**config.mk**
```make
export PLATFORM = sky130hd
export DESIGN_NAME = nios_nios2_qsys_0_oci_dct_packer
export DESIGN_NICKNAME = d
export VERILOG_FILES = /design/src/rtl/nios_nios2_qsys_0_oci_dct_packer.sv
export SDC_FILE = /design/constraint.sdc
export NUM_CORES = 1
export LEC_CHECK = 0
export ABC_AREA = 1
export ABC_CLOCK_PERIOD_IN_PS = 2100
export BUFFER_PORTS_ARGS = -buffer_cell sky130_fd_sc_hd__buf_4
export CORE_AREA = 2 2 93 95
export CTS_BUF_LIST = sky130_fd_sc_hd__clkbuf_4 sky130_fd_sc_hd__clkbuf_8
export CTS_CLUSTER_DIAMETER = 40
export DETAILED_ROUTE_END_ITERATION = 10
export DIE_AREA = 0 0 95 97
export PLACE_DENSITY = 0.79
export REMOVE_ABC_BUFFERS = 1
export SLEW_MARGIN = 20
export SYNTH_ARGS = -nofsm -noshare
export SYNTH_HDL_FRONTEND = slang
export SYNTH_SLANG_ARGS = --single-unit
```
**constraint.sdc**
```tcl
create_clock -name clk -period 2.1 [get_ports clk]
set_clock_uncertainty 0.15 [all_clocks]
set_input_delay 0.105 -clock clk [delete_from_list [all_inputs] [get_ports clk]]
set_output_delay 0.105 -clock clk [all_outputs]
set_load 0.02 [all_outputs]
```
**src/rtl/nios_nios2_qsys_0_oci_dct_packer.sv**
```systemverilog
// DCT packer: gathers 2-bit trace fragments into a 30-bit word and emits it
// when full or flushed, then sequences the end-of-test handshake.
module nios_nios2_qsys_0_oci_dct_packer #(
    parameter int EMIT_CNT_W = 16
) (
    input  logic                  clk,
    input  logic                  reset,
    input  logic                  frag_valid,
    input  logic [1:0]            frag_data,
    input  logic                  flush,
    input  logic                  end_req,
    output logic [29:0]           dct_buffer,
    output logic [3:0]            dct_count,
    output logic                  dct_valid,
    output logic                  test_ending,
    output logic                  test_has_ended,
    output logic                  frag_dropped,
    output logic [EMIT_CNT_W-1:0] emit_count
);

    typedef enum logic [1:0] {
        RUN    = 2'd0,
        ENDING = 2'd1,
        ENDED  = 2'd2
    } state_t;

    state_t      state, state_nxt;
    logic [29:0] acc, nxt;
    logic [3:0]  acc_cnt, nxt_cnt;
    logic        emit, do_emit, ending_nxt, ended_nxt, dropped_nxt;

    // Accumulator view including this cycle's fragment; slots above acc_cnt
    // are always zero, so OR-ing the fragment in is enough.
    always_comb begin
        nxt     = acc;
        nxt_cnt = acc_cnt + {3'b000, frag_valid};
        if (frag_valid)
            nxt = acc | (30'(frag_data) << {acc_cnt, 1'b0});
        emit = (nxt_cnt == 4'd15) || ((flush || end_req) && (nxt_cnt != 4'd0));
    end

    always_ff @(posedge clk) begin
        if (reset) state <= RUN;
        else       state <= state_nxt;
    end

    always_comb begin
        state_nxt = state;
        case (state)
            RUN:     if (end_req) state_nxt = ENDING;
            ENDING:  state_nxt = ENDED;
            ENDED:   state_nxt = ENDED;
            default: state_nxt = RUN;
        endcase
    end

    // Next values of the registered outputs; outside RUN the packer is inert.
    always_comb begin
        do_emit     = (state == RUN) && emit;
        ending_nxt  = (state == ENDING);
        ended_nxt   = (state == ENDED);
        dropped_nxt = frag_dropped || ((state != RUN) && frag_valid);
    end

    // NOTE: sequential state uses non-blocking assignments so every register
    // samples the pre-edge values regardless of statement order.
    always_ff @(posedge clk) begin
        if (reset) begin
            acc            <= '0;
            acc_cnt        <= '0;
            dct_buffer     <= '0;
            dct_count      <= '0;
            dct_valid      <= 1'b0;
            test_ending    <= 1'b0;
            test_has_ended <= 1'b0;
            frag_dropped   <= 1'b0;
            emit_count     <= '0;
        end else begin
            dct_valid      <= do_emit;
            test_ending    <= ending_nxt;
            test_has_ended <= ended_nxt;
            frag_dropped   <= dropped_nxt;
            if (do_emit) begin
                dct_buffer <= nxt;
                dct_count  <= nxt_cnt;
                emit_count <= emit_count + 1'b1;
                acc        <= '0;
                acc_cnt    <= '0;
            end else if (state == RUN) begin
                acc        <= nxt;
                acc_cnt    <= nxt_cnt;
            end
        end
    end

endmodule

```
# Word-level counts from Yosys, hierarchy flattened
# Cells that the tools add are included.
[word_totals]
ff_bits = 90
in_bits = 7
output_inout_bits = 54
word_cells = 32
[op_classes]
addsub = 2
n_eq_ne = 4
shift = 1
mux = 3
bitwise_logic = 1
n_reduce_logical = 11
[op_table]
columns = ["cell", "count"]
rows = [
  ["$mux W30", 1],
  ["$or A30 B30 Y30", 1],
  ["$shl A2 B5 Y30", 1],
  ["$add A16 B1 Y16 const B", 1],
  ["$add A4 B1 Y4", 1],
  ["$eq A4 B4 Y1 const B", 1],
  ["$pmux W2 S2", 1],
  ["$reduce_bool A4 Y1", 1],
  ["$reduce_or A2 Y1", 2],
  ["$logic_and A1 B1 Y1", 3],
  ["$logic_or A1 B1 Y1", 3],
  ["$eq A2 B1 Y1 const B", 1],
  ["$eq A2 B2 Y1 const B", 1],
  ["$logic_not A2 Y1", 1],
  ["$mux W2", 1],
  ["$ne A2 B2 Y1 const B", 1],
  ["$reduce_bool A2 Y1", 1],
]

# Longest topological paths before layout
# Gate-level depths: netlist (run 1).
[depth]
depth_word = 6
mapped_depth = 13
mapped_depth_nobuf = 11

# Worst setup path before layout (run 1)
# No wires, ideal clock.
[synth_path]
path_kind = "reg-to-reg"
startpoint = "reg state[0]"
endpoint = "reg emit_count[6]"
setup_ns = 0.128
arrival_time_ns = 1.474
required_ns = 1.822
setup_slack_ns = 0.349
path_stages_with_launch = 9
path_buffers = 1
synth_period_minus_slack_ns = 1.751
path_cell_list = "dfxtp_1 > inv_1 > ha_1 > buf_2 > clkinv_1 > nor4_1 > nand4_1 > nand2_1 > nor2_1"
[synth_between]
elab_chain_len = 2
[synth_rtl]
columns = ["item", "line_no", "rtl"]
rows = [
  ["start: declaration", "27", "state_t state, state_nxt;"],
  ["start signal: assignment", "44", "else state <= state_nxt;"],
  ["$logic_not A2 Y1", "59", "do_emit = (state == RUN) && emit;"],
  ["$logic_and A1 B1 Y1", "59", ""],
  ["end signal: assignment", "86", "emit_count <= emit_count + 1'b1;"],
  ["end: declaration", "18", "output logic [EMIT_CNT_W-1:0] emit_count"],
]
# No other way between the ends.
# A chain may end at the register's enable or synchronous reset.

# Worst setup path in the final report (run 1)
[layout_path]
startpoint = "reg state[0]"
endpoint = "reg dct_buffer[0]"
[layout_between]
elab_chain_len = 2
[layout_rtl]
columns = ["item", "line_no", "rtl"]
rows = [
  ["$logic_not A2 Y1", "59", ""],
  ["$logic_and A1 B1 Y1", "59", ""],
  ["end signal: assignment", "84", "dct_buffer <= nxt;"],
  ["end: declaration", "12", "output logic [29:0] dct_buffer,"],
]
# No other way between the ends.

==> results of run 1 <==
[registers in the layout, summed over array words and instances (netlist names)]
register and cells:
acc 30, dct_buffer 30, emit_count 16, acc_cnt 4, dct_count 4, state 2
dct_valid 1, frag_dropped 1, test_ending 1, test_has_ended 1
[worst max-delay path, delay by kind of cell (launching register included)]
kind	cells	cell delay, ns
AND/OR/NAND/NOR	4	0.47
buffers and inverters	3	0.71
flip-flops	1	0.33
adder cells (fa/ha/maj)	1	0.21
[cells in the final DEF (no fill, tap or decap), types with 2 or more instances in the layout]
cell,n
sky130_fd_sc_hd__a21oi_1,41
sky130_fd_sc_hd__buf_12,2
sky130_fd_sc_hd__buf_4,70
sky130_fd_sc_hd__clkbuf_8,9
sky130_fd_sc_hd__clkinvlp_4,4
sky130_fd_sc_hd__dfxtp_1,90
sky130_fd_sc_hd__dlygate4sd3_1,5
sky130_fd_sc_hd__ha_1,6
sky130_fd_sc_hd__inv_1,63
sky130_fd_sc_hd__inv_2,2
sky130_fd_sc_hd__inv_6,2
sky130_fd_sc_hd__nand2_1,156
sky130_fd_sc_hd__nand3_1,75
sky130_fd_sc_hd__nand4_1,13
sky130_fd_sc_hd__nor2_1,51
sky130_fd_sc_hd__nor3_1,6
sky130_fd_sc_hd__o21ai_0,9
sky130_fd_sc_hd__or2_2,7
sky130_fd_sc_hd__xnor2_1,2
sky130_fd_sc_hd__xor2_1,6
[layer usage]
metal	vias to the layer above	part of all wire [%]
met4	0	1.2
met5	-	0
met2	126	47
met1	1669	45
met3	11	6.8
li1	1906	-
[worst max-delay path by stage]
stage                      to  slack [ns]  cells after the start
2_1_floorplan   dct_buffer[0]       -0.94                      6
3_5_place_dp    emit_count[4]        0.22                     10
6_report        dct_buffer[0]        0.15                      8
5_1_grt        dct_buffer[19]        0.01                      8
3_3_place_gp    emit_count[5]        0.25                      9
4_1_cts         emit_count[4]        0.11                     13
[layout make-up]
class                      instances  area share, %
clock buffer                       9           2.60
clock inverter                     7           1.26
inverter                          66           5.28
multi-input combinational        379           37.1
sequential                        90           37.8
tap                              105           2.76
timing repair buffer              78           13.2
[through the flow]
step | setup TNS [ns] | hold WS [ns]
floorplan | -65.46 | 0.0241
global placement | 0 | 0.238
detailed placement | 0 | 0.251
CTS | 0 | 0.000520
global route | 0 | 0.0292
finish | 0 | 0.00447
[kinds of logic after synthesis]
family	Yosys count	share of synthesized area [%]
xor gates and xnor gates	8	1.76
DFF	90	45.3
buffers and inverters	97	10.3
and+or+nand+nor	313	34.0
AOI/OAI and AO/OA	52	6.70
adders and majority gates	6	1.89
[power breakdown]
| group | internal [mW] | switching (mW) | total (mW) | leakage (nW) |
|---|---|---|---|---|
| Sequential | 1.75 | 0.0299 | 1.78 | 0.726 |
| Combinational | 0.180 | 0.416 | 0.596 | 1.46 |
| Clock | 0.448 | 0.658 | 1.11 | 0.0844 |
| Total | 2.38 | 1.10 | 3.48 | 2.27 |
[repair_timing]
action / 4_1_cts / 5_1_grt
hold buffers: 5 / 0
endpoints found under the setup margin: 0 / 17
endpoints found under the hold margin: 15 / 0
resized for setup: 0 / 3
==> impl_table.tex, run 1 <==
\begin{tabular}{lr}
\hline
Metric & Value \\
\hline
\multicolumn{2}{l}{\textbf{Detailed routing}} \\
Residual antenna-violating net count after detailed routing & 0 \\
Drt drc & 0 \\
Total iterations of the first detailed-routing run & 6 \\
Average wire per cell in the routed design & 12.2 µm \\
Number of vias per cell & 5.06 \\
Post-detailed-routing wire length & 8920 µm \\
Number of DRC markers in iteration 0 & 180 \\
Vias post-DR & 3712 \\
\multicolumn{2}{l}{\textbf{Critical path}} \\
Worst path slowest cell & sky130\_fd\_sc\_hd\_\_buf\_4 \\
CP Cell Sequence & inv\_1, ha\_1, buf\_4, nand3\_4, nor2\_2, buf\_12, nand2\_1, nand2\_1 \\
Critical Path Source & state[0] \\
Critical path required time & 2.26 ns \\
Worst Setup End Kind & register \\
Crit path arrival time & 2.11 ns \\
Type of the setup path with the least slack & register to register \\
Worst r2r src & state[0] \\
Depth of the worst register-to-register path & 8 \\
Worst reg2reg setup slack & 0.15 ns \\
CP dominant cell by count & sky130\_fd\_sc\_hd\_\_nand2\_1 \\
Startpoint types & register \\
Delay of the slowest cell on the worst path & 0.43 ns \\
Endpoint of the most critical register-to-register path & dct\_buffer[0] \\
Worst-path maximum fanout & 44 \\
\multicolumn{2}{l}{\textbf{Yosys}} \\
Number of flops mapped to enable cells by yosys & 0 \\
Syn. warnings & 0 \\
Top cell type's share of synthesized area & 45.3\% \\
Yosys cell types & 26 \\
Top cells by instance count after synthesis & 156 x sky130\_fd\_sc\_hd\_\_nand2\_1, 90 x sky130\_fd\_sc\_hd\_\_dfxtp\_1, 75 x sky130\_fd\_sc\_hd\_\_nand3\_1 \\
Synth top area cells & sky130\_fd\_sc\_hd\_\_dfxtp\_1 45\%, sky130\_fd\_sc\_hd\_\_nand2\_1 15\%, sky130\_fd\_sc\_hd\_\_nand3\_1 9.4\%, sky130\_fd\_sc\_hd\_\_inv\_1 5.9\%, sky130\_fd\_sc\_hd\_\_a21oi\_1 5.2\% \\
Sequential-to-total area share from yosys stat & 45.3\% \\
Dominant register cell in the synthesized netlist & sky130\_fd\_sc\_hd\_\_dfxtp\_1 \\
Number of instances in the synthesized netlist & 566 \\
Cell taking the most area after synthesis & sky130\_fd\_sc\_hd\_\_dfxtp\_1 \\
Average instance area after synthesis & 7.02 µm² \\
Post-synthesis instance area & 3980 µm² \\
Number of storage elements in the synthesis netlist & 90 \\
Fraction of registers with async set or reset after synthesis & 0\% \\
Top-count cell post-synth & sky130\_fd\_sc\_hd\_\_nand2\_1 \\
\multicolumn{2}{l}{\textbf{Cells and area}} \\
Final instance area & 4760 µm² \\
Fill count & 741 \\
Fraction of final layout cells sized beyond drive strength 1 & 16.5\% \\
Count of non-filler cells in the finished layout & 734 \\
Storage cell area & 1800 µm² \\
Final net count & 637 \\
Final core utilization & 58.6\% \\
Total area of multi-input combinational cells & 1770 µm² \\
Layout Area Growth over Synthesis & 19.9\% \\
\# diodes & 0 \\
\multicolumn{2}{l}{\textbf{Floorplanning}} \\
Std cell rows & 33 \\
Horizontal die dimension & 95 µm \\
Die Y & 97 µm \\
Initial Utilization & 48.9\% \\
Area of the die & 9220 µm² \\
IO Count & 61 \\
Area of the core region & 8130 µm² \\
\multicolumn{2}{l}{\textbf{Global route}} \\
Number of global-route vias before repair & 3344 \\
Combined global-route utilization of all metal layers & 19.8\% \\
Antenna violations before repair & 0 \\
Largest net degree at the start of global routing & 45 \\
Global-route met1 utilization & 26.0\% \\
Wire length of the first global-routing pass & 14800 µm \\
Grt peak-use layer & met2 \\
Met2 Track Usage GR & 32.4\% \\
GRT Residual Overflow & 0 \\
Fraction of met3 tracks used by global routing & 3.27\% \\
\multicolumn{2}{l}{\textbf{Pwr}} \\
PD cells & 730 nW/µm² \\
Overall power after layout & 3.48 mW \\
Worst vdd ir & 417 µV \\
Total leakage power & 2.27 nW \\
\multicolumn{2}{l}{\textbf{Timing}} \\
Final Hold Violating Endpoints & 0 \\
Max-slew violation total from the final report & 0 \\
Period Utilization, post-route & 93.0\% \\
Smallest setup slack after layout & 0.148 ns \\
Worst max-slew margin expressed relative to the limit & 68.8\% \\
Achievable frequency & 0.512 GHz \\
Slew at the pin closest to its max-slew limit & 0.467 ns \\
Final setup fails & 0 \\
Unrepaired setup endpoints after global routing & no \\
Min Tclk post-route & 1.95 ns \\
\multicolumn{2}{l}{\textbf{Clocking}} \\
Num Clock Sinks & 90 \\
Maximum count of clock buffers along a single path & 2 \\
TritonCTS clock tree & done \\
Number of H-tree branching levels & 3 \\
Post-CTS setup-driven buffer insertion count & 0 \\
Later-pin clock latency in the skew report & 0.36 ns \\
Total clock buffers created by CTS & 9 \\
Clk pin slew, worst setup/hold paths & 0.09 ns \\
Clock tree root driver cell & sky130\_fd\_sc\_hd\_\_clkbuf\_8 \\
\multicolumn{2}{l}{\textbf{Flow run}} \\
Max capacitance violation total & 0 \\
\multicolumn{2}{l}{\textbf{Place}} \\
Setup Slack @ Placement & 0.224 ns \\
Cell count after placement & 713 \\
Post-placement cell area & 4520 µm² \\
RePlAce Congestion & 0.857 \\
Port Buffer Count & 60 \\
Post-DP HPWL & 6070 µm \\
\multicolumn{2}{l}{\textbf{Hold path}} \\
Min-delay worst type & primary input to register \\
Hold path endpoint & acc[24] \\
WHS Path Cells & 5 \\
Min-delay src & frag\_data[0] \\
\multicolumn{2}{l}{\textbf{Status}} \\
Run status & complete, no violations \\
\hline
\end{tabular}
Note: power is estimated with default switching activity, not from simulation.
==> inputs of run 2 (changes only) <==
Settings changed: ABC_AREA 1 to unset, BUFFER_PORTS_ARGS -buffer_cell sky130_fd_sc_hd__buf_4 to unset, CORE_AREA 2 2 93 95 to 2 2 89 91, DIE_AREA 0 0 95 97 to 0 0 91 93, DONT_BUFFER_PORTS set to 1, PLACE_DENSITY 0.79 to 0.72.
==> run 2 against run 1 <==
  * The run now ends with negative hold slack, negative setup slack left
  * Count of clock-buffer cells in the layout rose by 3
  * Critical endpoint is now acc[19]
  * Clock power about the same
  * Worst hold slack worse by 0.35 ns
==> impl_table.tex, run 2 <==
\begin{tabular}{lr}
\hline
Metric & Value \\
\hline
\multicolumn{2}{l}{\textbf{Yosys}} \\
Top cell type's share of synthesized area & 49.8\% (was 45.3\%) \\
Cell taking the most area after synthesis & sky130\_fd\_sc\_hd\_\_dfxtp\_1 (unchanged) \\
Number of instances in the synthesized netlist & 432 (was 566) \\
Average instance area after synthesis & 8.38 µm² (was 7.02 µm²) \\
Number of storage elements in the synthesis netlist & 90 (unchanged) \\
Post-synthesis instance area & 3620 µm² (was 3980 µm²) \\
Fraction of registers with async set or reset after synthesis & 0\% (unchanged) \\
Top cells by instance count after synthesis & 90 x sky130\_fd\_sc\_hd\_\_dfxtp\_1, 86 x sky130\_fd\_sc\_hd\_\_nor2\_1, 45 x sky130\_fd\_sc\_hd\_\_a21oi\_1 (was 156 x sky130\_fd\_sc\_hd\_\_nand2\_1, 90 x sky130\_fd\_sc\_hd\_\_dfxtp\_1, 75 x sky130\_fd\_sc\_hd\_\_nand3\_1) \\
Multiplexer share of the synthesized area & 0.622\% (was 0\%) \\
Synthesized-area fraction occupied by ao, oa, aoi and oai cells & 17.1\% (was 6.70\%) \\
Syn. warnings & 0 (unchanged) \\
Top-count cell post-synth & sky130\_fd\_sc\_hd\_\_dfxtp\_1 (was sky130\_fd\_sc\_hd\_\_nand2\_1) \\
Simple logic cell fraction of the synthesized area & 24.3\% (was 34.0\%) \\
Synth Area in XOR/XNOR & 1.69\% (was 1.76\%) \\
Number of flops mapped to enable cells by yosys & 0 (unchanged) \\
Synth top area cells & sky130\_fd\_sc\_hd\_\_dfxtp\_1 50\%, sky130\_fd\_sc\_hd\_\_nor2\_1 8.9\%, sky130\_fd\_sc\_hd\_\_a211oi\_1 6.2\%, sky130\_fd\_sc\_hd\_\_a21oi\_1 6.2\%, sky130\_fd\_sc\_hd\_\_nor3\_1 5.0\% (was sky130\_fd\_sc\_hd\_\_dfxtp\_1 45\%, sky130\_fd\_sc\_hd\_\_nand2\_1 15\%, sky130\_fd\_sc\_hd\_\_nand3\_1 9.4\%, sky130\_fd\_sc\_hd\_\_inv\_1 5.9\%, sky130\_fd\_sc\_hd\_\_a21oi\_1 5.2\%) \\
Post-synthesis adder-cell area fraction & 2.07\% (was 1.89\%) \\
Yosys cell types & 36 (was 26) \\
Dominant register cell in the synthesized netlist & sky130\_fd\_sc\_hd\_\_dfxtp\_1 (unchanged) \\
Main combinational cell family by area after synthesis & simple AND/OR/NAND/NOR gates (unchanged) \\
Sequential-to-total area share from yosys stat & 49.8\% (was 45.3\%) \\
\multicolumn{2}{l}{\textbf{Clocking}} \\
Total clock buffers created by CTS & 9 (unchanged) \\
Later-pin clock latency in the skew report & 0.36 ns (about the same) \\
Maximum count of clock buffers along a single path & 2 (unchanged) \\
Clock tree root driver cell & sky130\_fd\_sc\_hd\_\_clkbuf\_8 (unchanged) \\
Num Clock Sinks & 90 (unchanged) \\
Clk pin slew, worst setup/hold paths & 0.09 ns (about the same) \\
Number of H-tree branching levels & 3 (unchanged) \\
TritonCTS clock tree & done (unchanged) \\
CTS Hold Buffers Added & 11 (was 5) \\
\multicolumn{2}{l}{\textbf{Critical path}} \\
Endpoint of the most critical register-to-register path & acc[19] (was dct\_buffer[0]) \\
CP Cell Sequence & ha\_4, buf\_6, nor3\_4, o21ai\_2, a32oi\_4, buf\_6, buf\_16, nand2b\_4, buf\_4, nor2\_1 (was inv\_1, ha\_1, buf\_4, nand3\_4, nor2\_2, buf\_12, nand2\_1, nand2\_1) \\
CP dominant cell by count & sky130\_fd\_sc\_hd\_\_buf\_6 (was sky130\_fd\_sc\_hd\_\_nand2\_1) \\
Worst path slowest cell & sky130\_fd\_sc\_hd\_\_dfxtp\_4 (was sky130\_fd\_sc\_hd\_\_buf\_4) \\
Startpoint types & register (unchanged) \\
Critical path buffer and inverter count & 4 (was 3) \\
Delay of the slowest cell on the worst path & 0.37 ns (was 0.43 ns) \\
Depth of the worst register-to-register path & 10 (was 8) \\
Critical path required time & 2.25 ns (was 2.26 ns) \\
Type of the setup path with the least slack & register to register (unchanged) \\
Crit path arrival time & 2.38 ns (was 2.11 ns) \\
Worst reg2reg setup slack & -0.13 ns (was 0.15 ns) \\
Worst r2r src & acc\_cnt[0] (was state[0]) \\
Largest delay contributor family on the critical path & buffers and inverters (unchanged) \\
Worst Setup End Kind & register (unchanged) \\
Worst-path maximum fanout & 5 (was 44) \\
\multicolumn{2}{l}{\textbf{Place}} \\
Post-placement cell area & 3890 µm² (was 4520 µm²) \\
Setup Slack @ Placement & -0.0892 ns (was 0.224 ns) \\
Post-DP HPWL & 5660 µm (was 6070 µm) \\
Cell count after placement & 534 (was 713) \\
RePlAce Congestion & 0.820 (was 0.857) \\
Port Buffer Count & 0 (was 60) \\
\multicolumn{2}{l}{\textbf{Hold path}} \\
Hold path endpoint & emit\_count[3] (was acc[24]) \\
WHS Path Cells & 1 (was 5) \\
Min-delay worst type & primary input to register (unchanged) \\
Min-delay src & reset (was frag\_data[0]) \\
\multicolumn{2}{l}{\textbf{Timing}} \\
Period Utilization, post-route & 106\% (was 93.0\%) \\
Slew at the pin closest to its max-slew limit & 0.611 ns (was 0.467 ns) \\
Hold WS & -0.341 ns (was 0.00447 ns) \\
Final Hold Violating Endpoints & 49 (was 0) \\
Final setup fails & 74 (was 0) \\
Min Tclk post-route & 2.23 ns (was 1.95 ns) \\
Worst max-slew margin expressed relative to the limit & 59.0\% (was 68.8\%) \\
Smallest setup slack after layout & -0.133 ns (was 0.148 ns) \\
Max-slew violation total from the final report & 0 (unchanged) \\
Unrepaired setup endpoints after global routing & yes (was no) \\
Setup\_tns & -4.64 ns (was 0 ns) \\
Achievable frequency & 0.448 GHz (was 0.512 GHz) \\
\multicolumn{2}{l}{\textbf{Detailed routing}} \\
Residual antenna-violating net count after detailed routing & 0 (unchanged) \\
Post-detailed-routing wire length & 10200 µm (was 8920 µm) \\
Drt drc & 0 (unchanged) \\
Top layer in use & met4 (unchanged) \\
Average wire per cell in the routed design & 17.6 µm (was 12.2 µm) \\
Routed length on met1 & 4070 µm (was 3980 µm) \\
Vias post-DR & 3347 (was 3712) \\
Number of DRC markers in iteration 0 & 197 (was 180) \\
Met2 wire length & 5060 µm (was 4230 µm) \\
Total met3 wirelength after detailed routing & 810 µm (was 607 µm) \\
Total iterations of the first detailed-routing run & 5 (was 6) \\
Number of vias per cell & 5.80 (was 5.06) \\
\multicolumn{2}{l}{\textbf{Global route}} \\
Antenna violations before repair & 0 (unchanged) \\
Number of global-route vias before repair & 3275 (was 3344) \\
GRT Residual Overflow & 0 (unchanged) \\
Combined global-route utilization of all metal layers & 22.7\% (was 19.8\%) \\
Wire length of the first global-routing pass & 15500 µm (was 14800 µm) \\
Largest net degree at the start of global routing & 60 (was 45) \\
\multicolumn{2}{l}{\textbf{Cells and area}} \\
Count of non-filler cells in the finished layout & 577 (was 734) \\
\# diodes & 0 (unchanged) \\
Storage cell area & 1810 µm² (was 1800 µm²) \\
Fill count & 613 (was 741) \\
Final net count & 483 (was 637) \\
Final instance area & 4780 µm² (was 4760 µm²) \\
Final core utilization & 63.5\% (was 58.6\%) \\
Fraction of final layout cells sized beyond drive strength 1 & 25.7\% (was 16.5\%) \\
Layout Area Growth over Synthesis & 32.0\% (was 19.9\%) \\
Most frequent cells in the layout & 86 x sky130\_fd\_sc\_hd\_\_dfxtp\_1, 72 x sky130\_fd\_sc\_hd\_\_nor2\_1, 39 x sky130\_fd\_sc\_hd\_\_a21oi\_1, 34 x sky130\_fd\_sc\_hd\_\_nor3\_1, 27 x sky130\_fd\_sc\_hd\_\_buf\_4 (was 156 x sky130\_fd\_sc\_hd\_\_nand2\_1, 90 x sky130\_fd\_sc\_hd\_\_dfxtp\_1, 75 x sky130\_fd\_sc\_hd\_\_nand3\_1, 70 x sky130\_fd\_sc\_hd\_\_buf\_4, 63 x sky130\_fd\_sc\_hd\_\_inv\_1) \\
Most common library cell in the layout ignoring fill and taps & sky130\_fd\_sc\_hd\_\_dfxtp\_1 (was sky130\_fd\_sc\_hd\_\_nand2\_1) \\
Total area of multi-input combinational cells & 1950 µm² (was 1770 µm²) \\
Registers with the highest flip-flop counts & acc (30), dct\_buffer (30), emit\_count (16) (unchanged) \\
\multicolumn{2}{l}{\textbf{Floorplanning}} \\
Std cell rows & 32 (was 33) \\
Initial Utilization & 48.1\% (was 48.9\%) \\
IO Count & 61 (unchanged) \\
Die Y & 93 µm (was 97 µm) \\
Area of the core region & 7530 µm² (was 8130 µm²) \\
Horizontal die dimension & 91 µm (was 95 µm) \\
Area of the die & 8460 µm² (was 9220 µm²) \\
\multicolumn{2}{l}{\textbf{Pwr}} \\
Worst vdd ir & 495 µV (was 417 µV) \\
PD cells & 947 nW/µm² (was 730 nW/µm²) \\
Overall power after layout & 4.52 mW (was 3.48 mW) \\
Total leakage power & 1.76 nW (was 2.27 nW) \\
\multicolumn{2}{l}{\textbf{Status}} \\
Failing checks & negative hold slack, negative setup slack \\
Run status & finished with violations (was complete, no violations) \\
\multicolumn{2}{l}{\textbf{Flow run}} \\
Max capacitance violation total & 0 (unchanged) \\
\hline
\end{tabular}
run 2: worst max-delay path by stage:
stage / from / to / cells after the start
after floorplan: acc_cnt[0] / acc[0] / 6
after global placement: acc_cnt[0] / emit_count[11] / 7
after detailed placement: acc_cnt[0] / emit_count[15] / 7
after CTS: acc_cnt[0] / emit_count[11] / 8
after global routing: acc_cnt[0] / emit_count[9] / 7
final: acc_cnt[0] / acc[19] / 10
run 2: final cells by class:
| cell class | count | share of cell area [%] |
|---|---|---|
| Tap cell | 102 | 2.67 |
| Clock inverter | 4 | 0.550 |
| Multi-Input combinational cell | 302 | 40.9 |
| Inverter | 8 | 0.629 |
| Clock buffer | 12 | 3.33 |
| Sequential cell | 90 | 37.9 |
| Timing Repair Buffer | 59 | 14.1 |
run 2: per-layer routing:
metal,track usage (%),vias up
met3,6.93,25
met4,11.4,0
met5,0,-
li1,-,1590
met2,39.1,106
met1,25.4,1626
run 2: repair_timing:
item / CTS / global route
hold endpoints to repair: 90 / 55
pin swaps: 49 / 14
gates cloned: 6 / 3
endpoints found under the setup margin: 40 / 85
setup buffers: 4 / 3
gates resized for setup: 46 / 48
run 2: cells by family after synthesis:
kind of cell	Yosys count
compound gates	99
simple gates	188
flops	90
fa+ha+maj	6
xor+xnor	7
buf+inv	40
mux	2
run 2: worst register-to-register path, delay by kind of cell (launching register included):
family / cells / cell delay (ns)
buf+inv: 4 / 0.63
compound gates: 2 / 0.42
flops: 1 / 0.37
simple gates: 3 / 0.34
fa+ha+maj: 1 / 0.26
run 2: power by group:
group / total [mW] / leakage (nW) / internal (mW) / switching [mW]
registers: 2.15 / 0.734 / 1.87 / 0.285
clock network: 1.10 / 0.0958 / 0.506 / 0.594
logic: 1.27 / 0.928 / 0.631 / 0.640
==> inputs of run 3 (changes only) <==
Settings changed: ABC_CLOCK_PERIOD_IN_PS 2100 to 2250.
Clock period 2.1 ns to 2.25 ns, I/O delays scaled along.
==> run 3 against run 2 <==
  * The run now ends clean
  * Non-clock buffer count down 30
  * Sequential share of layout area grew 5.0 points
  * Global-route usage fell by 2.4 points
==> impl_table.tex, run 3 (synthesis results as in run 2) <==
\begin{tabular}{lr}
\hline
Metric & Value \\
\hline
\multicolumn{2}{l}{\textbf{Status}} \\
Run status & complete, no violations (was finished with violations) \\
\multicolumn{2}{l}{\textbf{Cells and area}} \\
Final core utilization & 55.9\% (was 63.5\%) \\
Most frequent cells in the layout & 89 x sky130\_fd\_sc\_hd\_\_dfxtp\_1, 85 x sky130\_fd\_sc\_hd\_\_nor2\_1, 42 x sky130\_fd\_sc\_hd\_\_a21oi\_1, 36 x sky130\_fd\_sc\_hd\_\_nor3\_1, 30 x sky130\_fd\_sc\_hd\_\_a211oi\_1 (was 86 x sky130\_fd\_sc\_hd\_\_dfxtp\_1, 72 x sky130\_fd\_sc\_hd\_\_nor2\_1, 39 x sky130\_fd\_sc\_hd\_\_a21oi\_1, 34 x sky130\_fd\_sc\_hd\_\_nor3\_1, 27 x sky130\_fd\_sc\_hd\_\_buf\_4) \\
Count of non-filler cells in the finished layout & 546 (was 577) \\
Fraction of final layout cells sized beyond drive strength 1 & 12.2\% (was 25.7\%) \\
Registers with the highest flip-flop counts & acc (30), dct\_buffer (30), emit\_count (16) (unchanged) \\
Most common library cell in the layout ignoring fill and taps & sky130\_fd\_sc\_hd\_\_dfxtp\_1 (unchanged) \\
Final net count & 453 (was 483) \\
Layout Area Growth over Synthesis & 16.3\% (was 32.0\%) \\
\# diodes & 0 (unchanged) \\
Final instance area & 4210 µm² (was 4780 µm²) \\
\multicolumn{2}{l}{\textbf{Clocking}} \\
Clk pin slew, worst setup/hold paths & 0.08 ns (was 0.09 ns) \\
Total clock buffers created by CTS & 9 (unchanged) \\
TritonCTS clock tree & done (unchanged) \\
Num Clock Sinks & 90 (unchanged) \\
Clock tree root driver cell & sky130\_fd\_sc\_hd\_\_clkbuf\_8 (unchanged) \\
Later-pin clock latency in the skew report & 0.35 ns (was 0.36 ns) \\
Maximum count of clock buffers along a single path & 2 (unchanged) \\
Number of H-tree branching levels & 3 (unchanged) \\
\multicolumn{2}{l}{\textbf{Flow run}} \\
Max capacitance violation total & 0 (unchanged) \\
\multicolumn{2}{l}{\textbf{Floorplanning}} \\
Area of the core region & 7530 µm² (unchanged) \\
Initial Utilization & 48.1\% (unchanged) \\
Area of the die & 8460 µm² (unchanged) \\
IO Count & 61 (unchanged) \\
Horizontal die dimension & 91 µm (unchanged) \\
Std cell rows & 32 (unchanged) \\
Die Y & 93 µm (unchanged) \\
\multicolumn{2}{l}{\textbf{Timing}} \\
Achievable frequency & 0.454 GHz (was 0.448 GHz) \\
Max-slew violation total from the final report & 0 (unchanged) \\
Min Tclk post-route & 2.20 ns (was 2.23 ns) \\
Smallest setup slack after layout & 0.0491 ns (was -0.133 ns) \\
Setup\_tns & 0 ns (was -4.64 ns) \\
Worst max-slew margin expressed relative to the limit & 68.8\% (was 59.0\%) \\
Hold WS & 0.0152 ns (was -0.341 ns) \\
Period Utilization, post-route & 97.8\% (was 106\%) \\
Final Hold Violating Endpoints & 0 (was 49) \\
Final setup fails & 0 (was 74) \\
Slew at the pin closest to its max-slew limit & 0.464 ns (was 0.611 ns) \\
\multicolumn{2}{l}{\textbf{Detailed routing}} \\
Post-detailed-routing wire length & 8610 µm (was 10200 µm) \\
Vias post-DR & 3104 (was 3347) \\
Drt drc & 0 (unchanged) \\
Total iterations of the first detailed-routing run & 4 (was 5) \\
Residual antenna-violating net count after detailed routing & 0 (unchanged) \\
Number of DRC markers in iteration 0 & 90 (was 197) \\
Average wire per cell in the routed design & 15.8 µm (was 17.6 µm) \\
Number of vias per cell & 5.68 (was 5.80) \\
\multicolumn{2}{l}{\textbf{Global route}} \\
Largest net degree at the start of global routing & 59 (was 60) \\
GRT Residual Overflow & 0 (unchanged) \\
Antenna violations before repair & 0 (unchanged) \\
Wire length of the first global-routing pass & 13800 µm (was 15500 µm) \\
Combined global-route utilization of all metal layers & 20.2\% (was 22.7\%) \\
Number of global-route vias before repair & 2941 (was 3275) \\
\multicolumn{2}{l}{\textbf{Critical path}} \\
Delay of the slowest cell on the worst path & 0.37 ns (about the same) \\
Startpoint types & register (unchanged) \\
Worst Setup End Kind & register (unchanged) \\
Critical path required time & 2.39 ns (was 2.25 ns) \\
Type of the setup path with the least slack & register to register (unchanged) \\
Worst-path maximum fanout & 8 (was 5) \\
Worst path slowest cell & sky130\_fd\_sc\_hd\_\_dfxtp\_4 (unchanged) \\
Crit path arrival time & 2.34 ns (was 2.38 ns) \\
Critical path buffer and inverter count & 2 (was 4) \\
Instance count on the critical path & 8 (was 10) \\
CP Cell Sequence & ha\_4, and3\_4, a41oi\_4, a32oi\_4, buf\_12, buf\_4, or3\_1, a21oi\_2 (was ha\_4, buf\_6, nor3\_4, o21ai\_2, a32oi\_4, buf\_6, buf\_16, nand2b\_4, buf\_4, nor2\_1) \\
Largest delay contributor family on the critical path & simple AND/OR/NAND/NOR gates (was buffers and inverters) \\
Depth of the worst register-to-register path & 8 (was 10) \\
\multicolumn{2}{l}{\textbf{Hold path}} \\
WHS Path Cells & 3 (was 1) \\
Min-delay worst type & primary input to register (unchanged) \\
\multicolumn{2}{l}{\textbf{Place}} \\
Post-placement cell area & 3790 µm² (was 3890 µm²) \\
Post-DP HPWL & 5560 µm (was 5660 µm) \\
RePlAce Congestion & 0.778 (was 0.820) \\
Cell count after placement & 521 (was 534) \\
Setup Slack @ Placement & -0.00463 ns (was -0.0892 ns) \\
Port Buffer Count & 0 (unchanged) \\
\multicolumn{2}{l}{\textbf{Pwr}} \\
PD cells & 930 nW/µm² (was 947 nW/µm²) \\
Total leakage power & 1.53 nW (was 1.76 nW) \\
Overall power after layout & 3.92 mW (was 4.52 mW) \\
Worst vdd ir & 554 µV (was 495 µV) \\
\hline
\end{tabular}
run 3: layout make-up:
type	instances	area, µm²
multi-input cells	302	1750
inverters	8	30.0
fillers	713	3320
clock buffers	13	160
repair buffers	29	303
well taps	102	128
clock inverters	2	37.5
flip-flops and latches	90	1810
run 3: routing by layer:
metal  global-route usage (%)  routed length [µm]  up-vias
met5                        0                   0        -
met4                     5.56                  73        0
met3                     7.74                 670       10
met2                     34.7                4130       70
met1                     23.8                3730     1491
li1                         -                   -     1533
run 3: final timing paths:
kind	startpoint	end	slack (ns)
setup / recovery	acc_cnt[0]	emit_count[3]	0.05
hold / removal	frag_valid	dct_count[1]	0.02
hold reg to reg	acc[20]	acc[20]	0.32
setup reg to reg	acc_cnt[0]	emit_count[3]	0.05
run 3: power breakdown:
group          total [mW]  switching, mW  internal [mW]
logic               0.813          0.474          0.339
registers            2.00          0.260           1.74
clock network        1.10          0.527          0.576
total                3.92           1.26           2.66
run 3: worst min-delay path: cells and delay by family:
kind	cells	cell delay, ns
adders and majority gates	1	0.16
and+or+nand+nor	1	0.11
AOI/OAI and AO/OA	1	0.09
run 3: what timing repair did:
item,4_1_cts,5_1_grt
setup buffers,0,1
hold buffers,7,0
endpoints found under the setup margin,5,48
pin swaps,1,4
hold endpoints to repair,63,0
gates resized for setup,1,18
gates cloned,0,2
